--- src/rtl/traffic_pkg.sv ---
// Shared phase encoding, LED polarity and elaboration helpers for the traffic signal sequencer.
package traffic_pkg;

    typedef enum logic [1:0] {
        RED   = 2'b00,
        AMB   = 2'b01,
        GRN   = 2'b10,
        FLASH = 2'b11
    } phase_t;

    localparam logic LED_ON  = 1'b0;
    localparam logic LED_OFF = 1'b1;

    function automatic int max_of(input int a, input int b);
        return (a > b) ? a : b;
    endfunction

endpackage

--- src/rtl/traffic_signal_ctrl_phase_timer.sv ---
// Phase counter: clears to zero on request, otherwise counts up and saturates instead of wrapping.
module phase_timer #(
    parameter int CNT_W = 4
) (
    input  logic             clk,
    input  logic             rst_n,
    input  logic             clear,
    input  logic [CNT_W-1:0] last,
    output logic [CNT_W-1:0] count,
    output logic             expire
);

    always_ff @(posedge clk or negedge rst_n) begin
        if (!rst_n) begin
            count <= '0;
        end else if (clear) begin
            count <= '0;
        end else if (count != {CNT_W{1'b1}}) begin
            count <= count + 1'b1;
        end
    end

    // >= rather than == so an overshoot still ends the phase
    assign expire = (count >= last);

endmodule

--- src/rtl/traffic_signal_ctrl.sv ---
// Single-approach traffic signal sequencer with pedestrian request, night flash and walk output.
module traffic_signal_ctrl
    import traffic_pkg::*;
#(
    parameter int unsigned RED_TICKS     = 240_000_000,
    parameter int unsigned GRN_TICKS     = 120_000_000,
    parameter int unsigned AMB_TICKS     = 48_000_000,
    parameter int unsigned MIN_GRN_TICKS = 36_000_000,
    parameter int unsigned FLASH_TICKS   = 12_000_000
) (
    input  logic       clk,
    input  logic       rst_n,
    input  logic       ped_req,
    input  logic       night_mode,
    output logic       red,
    output logic       green,
    output logic       blue,
    output logic       ped_walk,
    output logic [1:0] phase
);

    localparam int MAX_T = max_of(max_of(int'(RED_TICKS), int'(GRN_TICKS)),
                                  max_of(int'(AMB_TICKS),
                                         max_of(int'(MIN_GRN_TICKS), int'(FLASH_TICKS))));
    localparam int CNT_W = $clog2(MAX_T) + 1;

    localparam logic [CNT_W-1:0] RED_LAST   = CNT_W'(RED_TICKS - 1);
    localparam logic [CNT_W-1:0] GRN_LAST   = CNT_W'(GRN_TICKS - 1);
    localparam logic [CNT_W-1:0] AMB_LAST   = CNT_W'(AMB_TICKS - 1);
    localparam logic [CNT_W-1:0] MIN_LAST   = CNT_W'(MIN_GRN_TICKS - 1);
    localparam logic [CNT_W-1:0] FLASH_LAST = CNT_W'(FLASH_TICKS - 1);

    phase_t           phase_q, phase_nx;
    logic             pending, pending_nx;
    logic             walk_nx;
    logic             flash_nx;
    logic             red_nx, green_nx, blue_nx;
    logic             pend_eff;
    logic             clear;
    logic [CNT_W-1:0] last;
    logic [CNT_W-1:0] count;
    logic             expire;

    phase_timer #(.CNT_W(CNT_W)) u_timer (
        .clk    (clk),
        .rst_n  (rst_n),
        .clear  (clear),
        .last   (last),
        .count  (count),
        .expire (expire)
    );

    always_comb begin
        last = RED_LAST;
        case (phase_q)
            GRN:     last = GRN_LAST;
            AMB:     last = AMB_LAST;
            FLASH:   last = FLASH_LAST;
            default: last = RED_LAST;
        endcase
    end

    // A request raised in the deciding cycle counts immediately, not one cycle later
    assign pend_eff = pending | ped_req;

    always_comb begin
        phase_nx   = phase_q;
        pending_nx = pending;
        walk_nx    = ped_walk;
        flash_nx   = blue;
        clear      = 1'b0;
        if (night_mode) begin
            pending_nx = 1'b0;
            walk_nx    = 1'b0;
            if (phase_q != FLASH) begin
                phase_nx = FLASH;
                flash_nx = LED_ON;
                clear    = 1'b1;
            end else if (expire) begin
                flash_nx = ~blue;
                clear    = 1'b1;
            end
        end else begin
            case (phase_q)
                RED: begin
                    pending_nx = pend_eff;
                    if (expire) begin
                        phase_nx = GRN;
                        walk_nx  = 1'b0;
                        clear    = 1'b1;
                    end
                end
                GRN: begin
                    pending_nx = pend_eff;
                    if (expire || (pend_eff && count >= MIN_LAST)) begin
                        phase_nx = AMB;
                        clear    = 1'b1;
                    end
                end
                AMB: begin
                    pending_nx = pend_eff;
                    if (expire) begin
                        phase_nx   = RED;
                        clear      = 1'b1;
                        walk_nx    = pend_eff;
                        pending_nx = 1'b0;
                    end
                end
                default: begin
                    phase_nx   = RED;
                    clear      = 1'b1;
                    pending_nx = 1'b0;
                    walk_nx    = 1'b0;
                end
            endcase
        end
    end

    always_comb begin
        red_nx   = LED_OFF;
        green_nx = LED_OFF;
        blue_nx  = LED_OFF;
        case (phase_nx)
            RED:     red_nx   = LED_ON;
            GRN:     green_nx = LED_ON;
            AMB:     blue_nx  = LED_ON;
            default: blue_nx  = flash_nx;
        endcase
    end

    always_ff @(posedge clk or negedge rst_n) begin
        if (!rst_n) begin
            phase_q  <= RED;
            pending  <= 1'b0;
            ped_walk <= 1'b0;
            red      <= LED_ON;
            green    <= LED_OFF;
            blue     <= LED_OFF;
        end else begin
            phase_q  <= phase_nx;
            pending  <= pending_nx;
            ped_walk <= walk_nx;
            red      <= red_nx;
            green    <= green_nx;
            blue     <= blue_nx;
        end
    end

    assign phase = phase_q;

endmodule

--- config.mk ---
export PLATFORM = sky130hd
export DESIGN_NAME = traffic_signal_ctrl
export DESIGN_NICKNAME = d
export VERILOG_FILES = /design/src/rtl/traffic_pkg.sv /design/src/rtl/traffic_signal_ctrl_phase_timer.sv /design/src/rtl/traffic_signal_ctrl.sv
export SDC_FILE = /design/constraint.sdc
export NUM_CORES = 1
export LEC_CHECK = 0
export CAP_MARGIN = 15
export CORE_UTILIZATION = 60
export CTS_CLUSTER_DIAMETER = 100
export DETAILED_ROUTE_END_ITERATION = 10
export DONT_BUFFER_PORTS = 1
export PLACE_DENSITY = 0.76
export SYNTH_ARGS = -nofsm -noshare
export SYNTH_HDL_FRONTEND = slang
export SYNTH_SLANG_ARGS = --single-unit
export TNS_END_PERCENT = 50
--- constraint.sdc ---
create_clock -name clk -period 3.07 [get_ports clk]
set_input_delay 0.307 -clock clk [delete_from_list [all_inputs] [get_ports clk]]
set_output_delay 0.307 -clock clk [all_outputs]
set_load 0.1 [all_outputs]
---- Word-level counts from Yosys, hierarchy flattened ----
Cells that the tools add are included.
storage, ports and cells
  register bits after elaboration ......... 36
  latch bits .............................. 0
  bits in writable memories ............... 0
  ROM bits ................................ 0
  input port bits ......................... 4
  output and inout port bits .............. 6
  logic and storage cells ................. 61
  memories kept ........................... 0
cells by class
  $add $sub $neg .......................... 1
  multipliers ............................. 0
  div/mod/pow operators ................... 0
  $lt $le $gt $ge ......................... 2
  eq/ne operators ......................... 10
  shift operators ......................... 0
  multiplexer cells ....................... 27
  bitwise gates (word level) .............. 2
  reductions and logical operators ........ 12
operators with widths
  cell                                                                                   count
  28-bit case mux with 3 select lines                                                    1
  29-bit 2-to-1 mux                                                                      2
  29-bit by 1-bit adder with 29-bit output, second input constant                        1
  29-bit by 26-bit greater-or-equal comparator with 1-bit output, second input constant  1
  29-bit by 28-bit greater-or-equal comparator with 1-bit output                         1
  29-bit inequality test, second input constant                                          1
  1-bit 2-to-1 mux                                                                       14
  2-bit 2-to-1 mux                                                                       5
  2-bit equality test, second input constant                                             3
  3-bit inequality test, second input constant                                           2
  1-bit case mux with 2 select lines                                                     3
  2-bit case mux with 3 select lines                                                     1
  2-bit OR reduction                                                                     3
  2-bit by 1-bit equality test with 1-bit output, second input constant                  2
  2-bit zero test                                                                        2
  2-bit inequality test, second input constant                                           2
  4-bit nonzero test                                                                     1
  1-bit case mux with 3 select lines                                                     1
  3-bit AND reduction                                                                    1
  3-bit nonzero test                                                                     1
  2-bit AND reduction                                                                    1
  2-bit nonzero test                                                                     1
  1-bit logical AND                                                                      1
  1-bit logical OR                                                                       1
  other kinds (2)                                                                        2

---- Logic depth before layout (Yosys ltp) ----
Gate-level depths: netlist of the first run.
  depth after elaboration ................. 11
  mapped depth ............................ 14
  gate-level depth less buffers ........... 13

---- Hierarchy ----
From an unflattened synthesis of the first run, not the netlist that was laid out.
unflattened totals
  cell total of the unflattened synthesis .. 366
  area, all modules ....................... 3184.3 µm²
by module, submodules not included
  module               times used  cells an instance  area an instance (µm²)  sequential area each (µm²)
  phase_timer          1           269                2427.3                  725.7
  traffic_signal_ctrl  1           97                 757.0                   177.7

---- Worst setup path after synthesis of the first run ----
OpenSTA, ideal clock, no wires.
  path kind ............................... register to register
  start point ............................. register phase_q[0], in the netlist phase[0]
  end point ............................... register blue
  library setup time ...................... 81 ps
  arrival time ............................ 3474 ps
  data required time ...................... 2989 ps
  setup slack ............................. -486 ps
  cell stages (with the launch flop) ...... 11
  path buffers ............................ 0
  cells stage by stage .................... dfrtp_1 -> inv_1 -> ha_1 -> ha_1 -> a21o_1 -> a211o_1 -> o211ai_2 -> nand3_1 -> or4_1 -> o211a_1 -> o211ai_1
between the ends
  cells in the longest elaborated chain, start to end .. 11
  elaborated cells between the ends (all ways) .. 24
RTL lines
  what                                                                              RTL line                               text
  start, declared                                                                   traffic_signal_ctrl.sv:33              phase_t phase_q, phase_nx;
  start signal, assigned                                                            traffic_signal_ctrl.sv:140             phase_q <= phase_nx;
  2-bit equality test (tied with other cells)                                       traffic_signal_ctrl.sv:55              case (phase_q)
  28-bit case mux with 3 select lines                                               traffic_signal_ctrl.sv:55
  29-bit by 28-bit greater-or-equal comparator with 1-bit output                    traffic_signal_ctrl_phase_timer.sv:24  assign expire = (count >= last);
  1-bit logical OR                                                                  traffic_signal_ctrl.sv:95              if (expire || (pend_eff && count >= MIN_LAST)) begin
  2-bit 2-to-1 mux                                                                  traffic_signal_ctrl.sv:95
  2-bit case mux with 3 select lines                                                traffic_signal_ctrl.sv:84              case (phase_q)
  2-bit 2-to-1 mux                                                                  traffic_signal_ctrl.sv:72              if (night_mode) begin
  2-bit equality test / 2-bit zero test (equally long branches)                     traffic_signal_ctrl.sv:123             case (phase_nx)
  2-bit OR reduction (no source line)                                               --
  4-bit nonzero test (no source line) / 3-bit nonzero test (equally long branches)  --
  2-bit AND reduction (no source line)                                              --
  end signal, assigned                                                              traffic_signal_ctrl.sv:145             blue <= blue_nx;
  end, declared                                                                     traffic_signal_ctrl.sv:17              output logic blue,
Parallel ways exist; a longest one is shown, timed or not. The select of a mux whose other input is x is not followed.
A chain may end at the register's enable or synchronous reset.

---- Final worst setup path of the first run ----
Ends and elaborated chain as after synthesis.

==> results_dict.tcl, run 1 <==
set metrics [dict create \
    run_status "complete, no violations" \
    rows 23 \
    core-area_um2 4058 \
    overflow 0 \
    synth.net_count 310 \
    ant_nets 0 \
    hold_ws_ns 0.07762 \
    drt_first_pass_iters 4 \
    cts-root-buf "clkbuf_8" \
    cp_slowest_stage_delay_ns 0.50 \
    clock_tree_from_tritoncts "done" \
    reg2regPathDepth 11 \
    fin_skew_ns 0.006391 \
    ys.warnings.count 0 \
    die_y_um 67.66 \
    min-delay-path-class "primary input to flop" \
    power_switching_uw 902.1 \
    fp.dieW_um 67.66 \
    yosys_register_bits 36 \
    drt-initial-drc-count 146 \
    globalplace.congestion 0.9152 \
    mappedNetlistArea_um2 2586 \
    clockBufferDepth 2 \
    syn_inst 281 \
    yosys.cell_types.count 58 \
    cts.reportedPaths.clkPinSlew_ns 0.07 \
    synth_top_area_share_pct 32.90 \
    power.static_leakage_nw 1.246 \
    path_common_cell "ha_1" \
    crit_path_top_delay_cell "dfrtp_4" \
    timing.final.setup_violations 0 \
    grt_start_max_net_pins 37 \
    flow.area_growth_from_synthesis_pct 8.805 \
    worst_ep_arrival_time_ns 3.10 \
    synth.avg_cell_area_um2 9.204 \
    async_s_r_ff_share_synth_pct 100.0 \
    worstHoldStart "night_mode" \
    number_of_enable_flip_flop_cells_after_synthesis 0 \
    switching_share_pct 47.54 \
    design.final.nets 321 \
    min_period_ns 2.888 \
    post_route_cells_drive_above_1_share_pct 15.70 \
    post_synth_most_frequent_cells "nor2_1, dfrtp_1, ha_1" \
    start_util_pct 63.74 \
    gr-usage-all-layers_pct 26.14 \
    most_used_flip_flop_cell_after_synthesis "dfrtp_1" \
    wirelength_um 5218 \
    max_slew.worst_pin.slew_ns 0.8958 \
    critPathKind "flop to flop" \
    synth_most_common_cell "nor2_1" \
    hold_viol_final 0 \
    clock_insertion_delay_worst_skew_ns 0.29 \
    final_hpwl_from_detailed_placement_um 3835 \
    via_per_inst 5.910 \
    port_buffers 0 \
    crit_end_element "flop" \
    layout_fillers 329 \
    floorplan.io_pins 10 \
    setup.reg_to_reg.worst_slack_ns 0.18 \
    grt_antenna_before_repair 0 \
    rr_startpoint "phase[0]" \
    power.density_nw_per_um2 674.4 \
    via_count_of_the_first_global_routing_pass 1909 \
    yosys-top-cells-area "dfrtp_1, ha_1, xnor2_1" \
    critPathMaxFanout 5 \
    route.vias.total 2027 \
    cap_viol_max_count 0 \
    p_total_mw 1.898 \
    fmaxAchievable_ghz 0.3463 \
    cts.sinks 36 \
    synth_area_leader_cell "dfrtp_1" \
    htree_num_levels 2 \
    max_slew_margin_pct 40.28 \
    number_of_design_rule_violations_left_after_detail_routing 0 \
    vdd_ir_drop_max_uv 298.8 \
    cp_required_ns 3.28 \
    n_antenna_cell 0 \
    hold_endpoint "ped_walk" \
    numCtsBuffers 5 \
    clkPwrFrac_pct 17.5 \
    yosysSeqAreaShare_pct 34.93 \
    grt_setup_unrepaired "no" \
    critical_path.reg2reg.endpoint "blue" \
    fin_crit_sh_pct 94.06 \
    internal-power_uw 995.5 \
    comb_power_share_pct 42.7 \
    grt_pass1_wl_um 8894 \
    critPathLaunchType "flop" \
    holdPathStages 1 \
    fin_setup_tns_ns 0 \
    routed_wire_length_per_instance_um 15.21 \
    maxSlewViolCount 0 \
    fin_util_pct 69.35 \
    share_seq_of_total_power_pct 39.8 \
    die_area_um2 4577 \
    critical_path.cell_chain "buf_4, ha_1, o21ai_1, ha_1, and4_1, and2_1, o211ai_2, nand3_1, or4_1, o211a_1, o211ai_1" \
]
==> cell families (layout without fill, tap and decap cells) <==
kind of cell,Yosys count,count (layout),share of synthesized area [%]
compound gates,42,42,12.67
buf+inv,22,34,4.015
simple gates,129,129,27.14
fa+ha+maj,25,25,12.09
flops,36,36,34.93
xor+xnor,27,27,9.144
==> power groups by stage <==
stage	Combinational, mW	Sequential (mW)	Clock (mW)
after floorplan	0.453	0.861	0
after CTS	0.744	0.771	0.346
after global routing	0.903	0.761	0.356
after global placement	0.725	0.776	0
after detailed placement	0.727	0.780	0
final	0.811	0.754	0.332
==> routing by layer <==
metal	track usage (%)	vias to the layer above	wire, µm
met5	0	-	0
met4	12.50	0	151
met3	4.561	16	141
met2	40.35	32	2320
met1	35.04	966	2604
li1	-	1013	-
==> how the worst max path moves through the flow <==
stage	start	to	slack [ns]	cells past startpoint
6_report	phase[0]	blue	0.18	11
3_5_place_dp	phase[0]	blue	0.09	12
3_3_place_gp	phase[0]	blue	0.20	10
5_1_grt	phase[0]	blue	0.01	12
2_1_floorplan	phase[1]	blue	0.006	12
4_1_cts	phase[0]	blue	0.07	12
==> critical path: cells and delay by family (launching register included) <==
| family | cells | cell delay, ns |
|---|---|---|
| AND/OR/NAND/NOR | 4 | 0.86 |
| flip-flops | 1 | 0.50 |
| buffers and inverters | 1 | 0.16 |
| adder cells (fa/ha/maj) | 2 | 0.53 |
| AO/OA/AOI/OAI | 4 | 0.77 |
==> flip-flops by register name, summed over array words and instances, names as in the netlist <==
| register | cells |
|---|---|
| blue | 1 |
| green | 1 |
| ped_walk | 1 |
| pending | 1 |
| phase | 2 |
| red | 1 |
| u_timer.count | 29 |
==> placed cells by master (no fill, tap or decap), types with 2 or more instances in the layout <==
master,n
clkbuf_8,5
and3_1,5
dfstp_2,2
o211ai_1,2
xnor2_1,19
and4_1,4
nor2_1,42
a21oi_1,10
o21ai_0,3
buf_12,2
xor2_1,8
a211o_1,4
buf_4,9
nor4_1,3
nand3_1,12
dfrtp_1,32
o21ai_1,2
ha_1,25
nand2_1,21
and2_1,3
nor3_1,11
clkinv_2,2
nand4_1,4
inv_1,13
a211oi_1,3
a21o_1,3
nor2_2,5
o31ai_1,2
==> what timing repair did <==
| action | CTS | global route |
|---|---|---|
| endpoints found under the hold margin | 36 | 0 |
| setup buffers | 0 | 5 |
| setup endpoints to repair | 0 | 33 |
| gates resized for setup | 0 | 4 |
| hold buffers | 2 | 0 |
==> area by class of cell <==
cell class / instances / area (µm²) / area share, %
multi-input cells: 223 / 1585 / 56.34
clock buffers: 5 / 68.82 / 2.446
well taps: 50 / 62.56 / 2.223
inverters: 14 / 52.55 / 1.867
flip-flops and latches: 36 / 908.4 / 32.28
clock inverters: 3 / 18.77 / 0.6670
repair buffers: 12 / 117.6 / 4.180
==> per-stage QoR <==
| step | instance area (µm²) | cells | setup WS [ns] |
|---|---|---|---|
| final | 2814 | 343 | 0.1822 |
| after global routing | 2814 | 343 | 0.01168 |
| after CTS | 2770 | 338 | 0.07390 |
| after detailed placement | 2653 | 328 | 0.08575 |
| after global placement | 2653 | 328 | 0.1972 |
| after floorplan | 2591 | 281 | 0.005670 |
Power figures use the tool's default switching activity.
==> inputs of run 2 (changes only) <==
--- a/config.mk
+++ b/config.mk
@@ -10,7 +10,9 @@
 export CTS_CLUSTER_DIAMETER = 100
 export DETAILED_ROUTE_END_ITERATION = 10
 export DONT_BUFFER_PORTS = 1
+export GPL_ROUTABILITY_DRIVEN = 0
 export PLACE_DENSITY = 0.76
+export RECOVER_POWER = 25
 export SYNTH_ARGS = -nofsm -noshare
 export SYNTH_HDL_FRONTEND = slang
 export SYNTH_SLANG_ARGS = --single-unit
==> constraint.sdc (replaced) <==
create_clock -name clk -period 3.19 [get_ports clk]
set_input_delay 0.319 -clock clk [delete_from_list [all_inputs] [get_ports clk]]
set_output_delay 0.319 -clock clk [all_outputs]
set_load 0.1 [all_outputs]
==> run 2 against run 1 <==
The run now ends with capacitance limit, slew limit left. Cell count shrank 0.87%. Sequential power shrank 5.3%. Largest cell class unchanged. Global-route usage grew 0.87 points. Combinational power shrank 6.5%. Sequential share of layout area grew 0.26 points. Critical endpoint unchanged.
==> results_dict.tcl, run 2 (synthesized netlist as in run 1, its figures left out) <==
set metrics [dict create \
    run_status "finished with violations" \
    violations "capacitance limit, slew limit" \
    clkPwrFrac_pct 21.7 \
    htree_num_levels 2 \
    power.static_leakage_nw 1.223 \
    drt-initial-drc-count 179 \
    overflow 0 \
    share_seq_of_total_power_pct 38.0 \
    largest_register_ffs 29 \
    routed_wire_length_per_instance_um 16.09 \
    critical_path.reg2reg.endpoint "blue" \
    grt_antenna_before_repair 0 \
    regMostFlops "u_timer.count" \
    crit_path_top_delay_cell "or4_1" \
    vdd_ir_drop_max_uv 364.1 \
    final_cell_mix "nor2_1, dfrtp_1, ha_1" \
    grt_pass1_wl_um 8990 \
    rows 23 \
    crit_path_leading_delay_family "compound AO/OA/AOI/OAI gates" \
    hold_endpoint "ped_walk" \
    clock_tree_from_tritoncts "done" \
    clockBufferDepth 2 \
    crit_end_element "flop" \
    worstSetupPathDepth 11 \
    timing.final.setup_violations 0 \
    critPathMaxFanout 9 \
    cts-root-buf "clkbuf_8" \
    design.final.nets 318 \
    port_buffers 0 \
    fin_crit_sh_pct 92.68 \
    p_total_mw 1.879 \
    cp_required_ns 3.42 \
    fp.dieW_um 67.66 \
    max_slew_margin_pct -26.33 \
    number_of_design_rule_violations_left_after_detail_routing 0 \
    final_hpwl_from_detailed_placement_um 3959 \
    worstHoldStart "night_mode" \
    critical_path.cell_chain "buf_4, ha_1, nor2_1, ha_1, a21oi_1, o21ai_0, a21oi_2, nand3_1, or4_1, o211a_1, o211ai_1" \
    cap_viol_max_count 1 \
    worst_ep_arrival_time_ns 3.18 \
    hold_viol_final 0 \
    rr_startpoint "phase[0]" \
    setup.reg_to_reg.worst_slack_ns 0.23 \
    wirelength_um 5470 \
    reg2regPathDepth 11 \
    final-instance-count-excl-fill 340 \
    start_util_pct 63.74 \
    numCtsBuffers 5 \
    maxSlewViolCount 37 \
    layout_fillers 339 \
    cp_slowest_stage_delay_ns 0.42 \
    dpl.cell_count 328 \
    ant_nets 0 \
    drt_first_pass_iters 4 \
    switching_share_pct 46.61 \
    hold_ws_ns 0.07151 \
    holdPathStages 1 \
    comb_power_share_pct 40.3 \
    final_common_cell "nor2_1" \
    flow.area_growth_from_synthesis_pct 7.644 \
    route.vias.total 2017 \
    power.density_nw_per_um2 674.9 \
    internal-power_mw 1.003 \
    fmaxAchievable_ghz 0.3382 \
    gr-usage-all-layers_pct 27.00 \
    clock_insertion_delay_worst_skew_ns 0.30 \
    min_period_ns 2.957 \
    die_y_um 67.66 \
    critPathKind "flop to flop" \
    fin_skew_ns 0.008348 \
    max_slew.worst_pin.slew_ns 1.895 \
    path_common_cell "ha_1" \
    timing.critical_path.buf_inv 1 \
    via_per_inst 5.932 \
    post_route_cells_drive_above_1_share_pct 14.14 \
    fin_setup_tns_ns 0 \
    n_antenna_cell 0 \
    cts.reportedPaths.clkPinSlew_ns 0.08 \
    floorplan.io_pins 10 \
    cts.sinks 36 \
    via_count_of_the_first_global_routing_pass 1942 \
    critPathLaunchType "flop" \
    min-delay-path-class "primary input to flop" \
    power_switching_uw 875.6 \
    core-area_um2 4058 \
    grt_start_max_net_pins 37 \
    fin_util_pct 68.61 \
    grt_setup_unrepaired "no" \
    die_area_um2 4577 \
]
==> run 2: layout make-up <==
class | instances | area, µm² | area share, %
timing repair buffer | 9 | 66.31 | 2.382
inverter | 14 | 52.55 | 1.888
clock buffer | 5 | 68.82 | 2.472
tap | 50 | 62.56 | 2.247
clock inverter | 3 | 42.54 | 1.528
multi-input combinational | 223 | 1585 | 56.94
sequential | 36 | 905.9 | 32.54
==> run 2: worst max-delay path by stage <==
stage | startpoint | slack [ns] | end
floorplan | phase[0] | 0.02 | blue
global placement | phase[0] | 0.34 | blue
detailed placement | phase[1] | 0.21 | blue
CTS | phase[1] | 0.17 | blue
global route | phase[0] | 0.01 | blue
finish | phase[0] | 0.23 | blue
==> run 2: worst register-to-register path: stages (launching register included) <==
cell and delay, ns:
dfrtp_2 0.41, buf_4 0.17, ha_1 0.26, nor2_1 0.27
ha_1 0.31, a21oi_1 0.12, o21ai_0 0.14, a21oi_2 0.22
nand3_1 0.12, or4_1 0.42, o211a_1 0.25, o211ai_1 0.20
==> run 2: power groups by stage <==
stage	Sequential [mW]	Clock, mW	Combinational [mW]
after global placement	0.727	0	0.697
after CTS	0.720	0.419	0.728
after floorplan	0.825	0	0.435
after global routing	0.722	0.437	0.827
after detailed placement	0.730	0	0.705
final	0.714	0.407	0.758
==> run 2: metal layers <==
layer | vias to the layer above | GRT usage (%) | share of wire [%]
li1 | 1013 | - | -
met1 | 954 | 35.86 | 47
met2 | 39 | 41.58 | 47
met3 | 11 | 6.081 | 3.2
met4 | 0 | 11.97 | 2.0
met5 | - | 0 | 0
==> run 2: per-stage QoR <==
stage	area [µm²]	worst slack, ns
2_1_floorplan	2589	0.01812
3_3_place_gp	2638	0.3445
3_5_place_dp	2638	0.2100
4_1_cts	2779	0.1703
5_1_grt	2784	0.01448
6_report	2784	0.2335
==> run 2: repair_timing <==
item                                    in CTS  in global routing
endpoints found under the setup margin       0                  1
setup buffers                                0                  2
hold buffers                                 2                  0
hold endpoints to repair                    36                  0
resized for setup                            0                  2
==> inputs of run 3 (changes only) <==
--- a/config.mk
+++ b/config.mk
@@ -15,5 +15,6 @@
 export RECOVER_POWER = 25
 export SYNTH_ARGS = -nofsm -noshare
 export SYNTH_HDL_FRONTEND = slang
+export SYNTH_HIERARCHICAL = 1
 export SYNTH_SLANG_ARGS = --single-unit
 export TNS_END_PERCENT = 50
==> run 3 against run 2 <==
The run ends with capacitance limit, slew limit, setup timing left. Fmax fell by 15%. Clock skew about the same. Hold slack improved by 0.0032 ns. Core utilization is 11 points higher. Critical path type unchanged.
==> results_dict.tcl, run 3 <==
set metrics [dict create \
    design.final.nets 460 \
    final_hpwl_from_detailed_placement_um 5897 \
    critical_path.cell_chain "inv_4, ha_4, nor2_2, nor2_2, buf_4, buf_4, buf_4, inv_1, ha_1, nand4_1, nor2_4, nand3_2, o21ai_2, buf_6, o21ba_4, buf_4, or4b_2, a21oi_2" \
    grt_setup_unrepaired "yes" \
    fin_skew_ns 0.008126 \
    crit_end_element "flop" \
    cap_viol_max_count 1 \
    rows 26 \
    largest_register_ffs 29 \
    postLayoutSetupSlackWorst_ns -0.3020 \
    cts.sinks 36 \
    fp.dieW_um 74.85 \
    clock_tree_from_tritoncts "done" \
    number_of_enable_flip_flop_cells_after_synthesis 0 \
    dpl.cell_count 468 \
    yosysSeqAreaShare_pct 28.37 \
    min-delay-path-class "primary input to flop" \
    clock_insertion_delay_worst_skew_ns 0.29 \
    final-instance-count-excl-fill 490 \
    max_slew_margin_pct -39.67 \
    synth.avg_cell_area_um2 8.700 \
    drt_first_pass_iters 5 \
    routed_wire_length_per_instance_um 18.34 \
    n_antenna_cell 0 \
    grt_antenna_before_repair 0 \
    critPathLaunchType "flop" \
    core-area_um2 5107 \
    crit_path_top_delay_cell "or4b_2" \
    port_buffers 0 \
    grt_pass1_wl_um 13630 \
    fmaxAchievable_ghz 0.2864 \
    ant_nets 0 \
    yosys.cell_types.count 66 \
    mappedNetlistArea_um2 3184 \
    cts.reportedPaths.clkPinSlew_ns 0.07 \
    post_synth_most_frequent_cells "inv_1, ha_1, nor2_1" \
    via_per_inst 6.222 \
    synth_most_common_cell "inv_1" \
    fin_util_pct 79.91 \
    die_y_um 74.85 \
    cp_slowest_stage_delay_ns 0.62 \
    final_cell_mix "inv_1, buf_4, dfrtp_1" \
    wirelength_um 8989 \
    fin_crit_sh_pct 109.5 \
    vdd_ir_drop_max_uv 658.7 \
    violations "capacitance limit, slew limit, setup timing" \
    worst_ep_arrival_time_ns 3.71 \
    overflow 0 \
    min_period_ns 3.492 \
    most_used_flip_flop_cell_after_synthesis "dfrtp_1" \
    hold_viol_final 0 \
    die_area_um2 5603 \
    post_route_cells_drive_above_1_share_pct 31.67 \
    cp_required_ns 3.41 \
    drt-initial-drc-count 309 \
    synth_top_area_share_pct 26.72 \
    yosys_register_bits 36 \
    gr-usage-all-layers_pct 32.68 \
    critPathKind "flop to flop" \
    critPathMaxFanout 7 \
    timing.final.setup_violations 36 \
    ys.warnings.count 6 \
    htree_num_levels 2 \
    grt_start_max_net_pins 37 \
    flow.area_growth_from_synthesis_pct 28.17 \
    maxSlewViolCount 37 \
    power.density_nw_per_um2 709.9 \
    layout_fillers 329 \
    route.vias.total 3049 \
    syn_inst 366 \
    final_common_cell "inv_1" \
    synth_area_leader_cell "dfrtp_1" \
    cts-root-buf "clkbuf_8" \
    power.static_leakage_nw 1.865 \
    path_common_cell "buf_4" \
    async_s_r_ff_share_synth_pct 100.0 \
    clockBufferDepth 2 \
    regMostFlops "u_timer/count" \
    number_of_design_rule_violations_left_after_detail_routing 0 \
    via_count_of_the_first_global_routing_pass 2895 \
    run_status "finished with violations" \
    floorplan.io_pins 10 \
    start_util_pct 62.35 \
    yosys-top-cells-area "dfrtp_1, ha_1, inv_1" \
    max_slew.worst_pin.slew_ns 2.095 \
    numCtsBuffers 5 \
]
## run 3: repair_timing
item                       4_1_cts  5_1_grt
resized for setup               36       31
hold endpoints to repair        36        0
setup buffers                    6        5
setup endpoints to repair       36       36
hold buffers                     2        0
pin swaps                        9       17
cloned                           2        0
## run 3: worst paths after layout
check,from,endpoint,slack (ns),cells after the start
setup / recovery,phase[0],ped_walk,-0.30,18
hold / removal,night_mode,ped_walk,0.07,1
setup reg to reg,phase[0],ped_walk,-0.30,18
hold reg to reg,u_timer/count[11],u_timer/count[11],0.63,2
max in group asynchronous,rst_n,phase[0],0.52,2
min in group asynchronous,rst_n,ped_walk,1.20,2
## run 3: through the flow
step	area, µm²	power [mW]	setup slack, ns	hold slack, ns	setup TNS [ns]
2_1_floorplan	3331	1.615	-0.3915	0.02341	-11.08
5_1_grt	4081	3.073	-0.4633	0.05762	-12.29
4_1_cts	3933	2.668	-0.1741	0.07518	-2.014
6_report	4081	2.898	-0.3020	0.07474	-7.504
3_5_place_dp	3576	2.051	-0.3434	0.02421	-8.480
3_3_place_gp	3576	2.019	-0.1649	0.02421	-3.396
## run 3: kinds of logic after synthesis
logic type,count (synthesis),share of synthesized area (%)
AO/OA/AOI/OAI,87,20.00
flip-flops,36,28.37
XOR/XNOR,15,4.126
other,2,0.2358
multiplexers,1,0.3144
buffers and inverters,56,7.583
AND/OR/NAND/NOR,132,24.83
adder cells (fa/ha/maj),37,14.54
## run 3: layout make-up
| cell class | count | area, µm² | share of cell area, % |
|---|---|---|---|
| inverter | 44 | 170.2 | 4.169 |
| tap | 70 | 87.58 | 2.146 |
| clock inverter | 2 | 10.01 | 0.2452 |
| clock buffer | 6 | 82.58 | 2.023 |
| sequential | 36 | 910.9 | 22.32 |
| timing repair buffer | 47 | 404.1 | 9.902 |
| multi-input combinational | 285 | 2416 | 59.20 |
## run 3: critical path: cells and delay by family (launching register included)
family                     cells  cell delay (ns)
AOI/OAI and AO/OA              3             0.49
adders and majority gates      2             0.39
buffers and inverters          7             0.76
DFF                            1             0.54
and+or+nand+nor                6             1.22
## run 3: report_power, final
part | internal, mW | switching (mW) | total (mW)
clock network | 0.172 | 0.168 | 0.340
registers | 0.531 | 0.212 | 0.743
logic | 0.809 | 1.00 | 1.81
total | 1.51 | 1.38 | 2.90
## run 3: routing by layer
metal	up-vias	GRT usage, %	routed length, µm
met1	1464	42.15	3837
li1	1426	-	-
met3	31	4.685	424
met5	-	0	0
met4	0	14.68	306
met2	128	54.55	4420
